File: src/rtl/arb_seq.sv
// Sequencer that walks an external priority arbiter: emits squares in winner
// order, clearing each accepted square from the working priority register.
module arb_seq #(
  parameter int MAX_PICKS = 64
) (
  input  logic         clk,
  input  logic         rst_n,
  input  logic         load_valid,
  output logic         load_ready,
  input  logic [191:0] load_prio,
  output logic [191:0] arb_prio,
  input  logic [6:0]   arb_result,
  output logic         out_valid,
  input  logic         out_ready,
  output logic [5:0]   out_square,
  output logic [2:0]   out_prio,
  input  logic         abort,
  output logic         busy,
  output logic         done,
  output logic [6:0]   pick_count
);

  typedef enum logic [1:0] {IDLE, EVAL, OFFER, DONE} state_t;

  localparam logic [6:0] MAX_CNT = 7'(MAX_PICKS);

  state_t       state_reg, state_next;
  logic [191:0] arb_prio_reg, arb_prio_next;
  logic [5:0]   out_square_reg, out_square_next;
  logic [2:0]   out_prio_reg, out_prio_next;
  logic [6:0]   pick_count_reg, pick_count_next;

  logic [2:0]   sq_prio [64];
  logic [191:0] pick_mask;
  logic         no_cand;
  logic         cap_reached;

  // Per-square views: priority lookup for the winner and a mask that
  // removes the currently offered square when it is accepted.
  generate
    for (genvar gi = 0; gi < 64; gi++) begin : g_square
      assign sq_prio[gi]           = arb_prio_reg[3*gi +: 3];
      assign pick_mask[3*gi +: 3]  = (out_square_reg == 6'(gi)) ? 3'b000 : 3'b111;
    end
  endgenerate

  assign no_cand     = arb_result[6];
  assign cap_reached = (pick_count_reg >= MAX_CNT);

  always_comb begin
    state_next      = state_reg;
    arb_prio_next   = arb_prio_reg;
    out_square_next = out_square_reg;
    out_prio_next   = out_prio_reg;
    pick_count_next = pick_count_reg;

    case (state_reg)
      IDLE: begin
        if (load_valid) begin
          arb_prio_next   = load_prio;
          pick_count_next = 7'd0;
          state_next      = EVAL;
        end
      end
      EVAL: begin
        if (abort) begin
          arb_prio_next = '0;
          state_next    = IDLE;
        end else if (no_cand || cap_reached) begin
          state_next = DONE;
        end else begin
          out_square_next = arb_result[5:0];
          out_prio_next   = sq_prio[arb_result[5:0]];
          state_next      = OFFER;
        end
      end
      OFFER: begin
        // Abort takes precedence over a simultaneous accept.
        if (abort) begin
          arb_prio_next = '0;
          state_next    = IDLE;
        end else if (out_ready) begin
          arb_prio_next = arb_prio_reg & pick_mask;
          if (pick_count_reg < MAX_CNT) begin
            pick_count_next = pick_count_reg + 7'd1;
          end
          state_next = EVAL;
        end
      end
      DONE: begin
        if (abort) begin
          arb_prio_next = '0;
        end
        state_next = IDLE;
      end
      default: begin
        state_next = IDLE;
      end
    endcase
  end

  always_ff @(posedge clk or negedge rst_n) begin
    if (!rst_n) begin
      state_reg      <= IDLE;
      arb_prio_reg   <= '0;
      out_square_reg <= '0;
      out_prio_reg   <= '0;
      pick_count_reg <= '0;
    end else begin
      state_reg      <= state_next;
      arb_prio_reg   <= arb_prio_next;
      out_square_reg <= out_square_next;
      out_prio_reg   <= out_prio_next;
      pick_count_reg <= pick_count_next;
    end
  end

  // Handshake/status outputs decode the state register only.
  assign load_ready = (state_reg == IDLE);
  assign busy       = (state_reg != IDLE);
  assign out_valid  = (state_reg == OFFER);
  assign done       = (state_reg == DONE);
  assign arb_prio   = arb_prio_reg;
  assign out_square = out_square_reg;
  assign out_prio   = out_prio_reg;
  assign pick_count = pick_count_reg;

endmodule

File: config.mk
export PLATFORM = sky130hd
export DESIGN_NAME = arb_seq
export DESIGN_NICKNAME = d
export VERILOG_FILES = /design/src/rtl/arb_seq.sv
export SDC_FILE = /design/constraint.sdc
export NUM_CORES = 1
export LEC_CHECK = 0
export BUFFER_PORTS_ARGS = -buffer_cell sky130_fd_sc_hd__buf_2
export CAP_MARGIN = 20
export CORE_MARGIN = 2
export CORE_UTILIZATION = 25
export DETAILED_ROUTE_END_ITERATION = 10
export GPL_ROUTABILITY_DRIVEN = 0
export PLACE_DENSITY = 0.58
export SETUP_SLACK_MARGIN = 0.4
export SKIP_CTS_REPAIR_TIMING = 1
export SYNTH_ARGS = -nofsm -noshare
export SYNTH_HDL_FRONTEND = slang
export SYNTH_SLANG_ARGS = --single-unit
File: constraint.sdc
create_clock -name clk -period 1.95 [get_ports clk]
set_clock_uncertainty 0.1 [all_clocks]
set_input_delay 0.0975 -clock clk [delete_from_list [all_inputs] [get_ports clk]]
set_output_delay 0.0975 -clock clk [all_outputs]
set_load 0.02 [all_outputs]
==> qor.txt <==
Worst Setup EP -> out_prio[1]
Max_cap viols -> 0
CP Capture Type -> flip-flop
Yosys cell types -> 44
Mapped Cells -> 789
ANT nets after route -> 0
Longest Clk Path Bufs -> 3
Worst Path Arrival -> 2330 ps
Slew margin rel. -> 0.623
Post-synth top area share -> 0.535
First-pass GRT wire length -> 61.8 mm
Post-route cell area -> 18,600 sq um
Syn. warnings -> 0
Non-filler cells, final -> 2,019
H-Tree Level Count -> 1
Setup slack after layout -> -8.64 ps
DR pass1 iterations -> 5
Cts bufs inserted -> 24
Fraction of layout cells with a size suffix above 1 -> 0.551
Endpoints failing hold -> 2
Reg2reg end -> out_prio[1]
Leakage power -> 0.00861 uW
Period utilisation layout -> 1.00
Crit path from -> pick_count[6]
Reg2reg start -> pick_count[6]
Largest net degree at the start of global routing -> 62
Post-Route WL -> 48.7 mm
Commonest non-fill, non-tap cell in the layout -> buf_2
Critical-path maximum fanout -> 2
DIE WIDTH -> 202 um
CTS tree -> built
Number of fill cells -> 3,442
Drt drc -> 0
Initial Util -> 0.254
Wire per inst -> 24.1 um
Hold Crit Class -> in -> async
Synth-to-layout area growth -> 89.2%
Startpoint types -> flip-flop
WHS -> -1.82 ps
Least-Margin Pin Slew -> 551 ps
Status -> complete, but fails checks
Final nets -> 1,687
Setup slack after placement -> -369 ps
Via/cell ratio -> 5.08
GRT overflow -> 0
DPL Wire Length -> 33.3 mm
Seq cells post-synth -> 210
Total Die Area -> 40,900 sq um
Post-DP Area -> 13,400 sq um
Violated checks -> negative hold slack, negative setup slack
Achievable Freq -> 0.511 GHz
DR iter-0 viols -> 620
RSZ-0062 raised after global routing -> yes
Peak VDD IR -> 0.677 mV
Std cell rows -> 72
Reg2Reg Depth -> 7
Clock Latency Late Sink -> 530 ps
Clk sinks -> 210
IO Count -> 416
Max reg flops -> 192
Period minus WS final -> 1960 ps
Critical Path RT -> 2320 ps
Clk pin slew, worst setup/hold paths -> 60 ps
# setup viols final -> 1
GRT Total Usage -> 0.203
I/O Buffers -> 415
Syn Area/Cell -> 12.5 sq um
Post-Synthesis Cell Area -> 9820 sq um
Most frequent cells in the layout -> buf_2 (408), dlygate4sd3_1 (200), a22o_1 (192)
Post-synthesis sequential area ratio -> 0.535
Main area contributors after synthesis -> dfrtp_1 (53%), a22o_1 (17%), mux4_2 (10%)
Post-synth top area cell -> dfrtp_1
Mapped Nets -> 994
Setup Crit Path Kind -> reg -> reg
Root Buffer -> clkbuf_16
Total core area -> 38,700 sq um
Final Max Tran Viols -> 0
Initial antenna violation count -> 2
FF-to-FF setup slack -> -9 ps
Placed instance count -> 1,724
PwrDens -> 1090 nW/um^2
Vias -> 10,300
Vias in the first global route -> 9,271
Die height -> 202 um
Design Power -> 20,200 uW
==> report_power, final <==
part           switching [uW]  internal [uW]
combinational            5290           3890
clock                    1910           2670
sequential               1150           5340
==> worst min path at each step <==
stage,start,to,slack (ps),cells past startpoint
2_1_floorplan,rst_n,arb_prio[0],-300,0
3_3_place_gp,rst_n,arb_prio[181],-20,1
3_5_place_dp,rst_n,arb_prio[181],-20,1
4_1_cts,rst_n,arb_prio[181],-600,1
5_1_grt,abort,state_reg[0],-0.2,4
6_report,rst_n,arb_prio[181],-2,2
==> kinds of logic after synthesis <==
logic type | after synthesis | share of synthesized area
AO/OA/AOI/OAI | 286 | 0.224
flip-flops | 210 | 0.535
AND/OR/NAND/NOR | 152 | 0.0753
multiplexers | 74 | 0.133
buffers and inverters | 63 | 0.0284
XOR/XNOR | 3 | 0.00267
adder cells (fa/ha/maj) | 1 | 0.00127
==> final cells by class <==
class,instances,area [sq um],area share
multi-input cells,516,6220,0.335
clock inverters,8,81.3,0.00438
repair buffers,728,5630,0.303
diodes,2,5.00,0.000269
clock buffers,35,713,0.0384
well taps,518,648,0.0349
inverters,2,7.51,0.000404
flip-flops and latches,210,5280,0.284
==> stage by stage <==
stage	util	TNS, ps
final	0.480	-8.64
after global routing	0.480	-180
after CTS	0.366	-604
after detailed placement	0.345	-609
after global placement	0.345	-661
after floorplan	-	0
==> synthesized netlist by cell type (all sizes together) <==
master     n
nor2      14
or3        1
or2        2
nand3     10
nand2     86
ha         1
nor2b      9
nand2b     7
nor4       6
mux2      13
nor3b      2
nor4b      2
o21ai     70
nor3       4
nand4      1
a221oi     1
dfrtp    210
a22o     192
and2       2
or3b       1
buf       32
nand3b     4
o211ai     1
o22ai      7
inv        2
mux4      44
clkbuf    29
a211oi     4
a21oi      5
a2111oi    2
o2111ai    2
xor2       3
or4b       1
o21a       1
o22a       1
mux2i     17
==> worst max-delay path, stage by stage (launching register included) <==
cell,delay [ps]
dfrtp_2,430
nor4b_4,330
buf_4,180
or4b_4,490
buf_6,150
nor2_4,80
a211oi_2,60
nand3_1,80
==> routing by layer <==
layer,vias to the layer above,share of wire,global-route usage
met5,-,0,0
met4,0,0.027,0.0448
met3,87,0.050,0.0390
met2,441,0.50,0.344
met1,5226,0.42,0.268
li1,4511,-,-
Power figures use the tool's default switching activity.
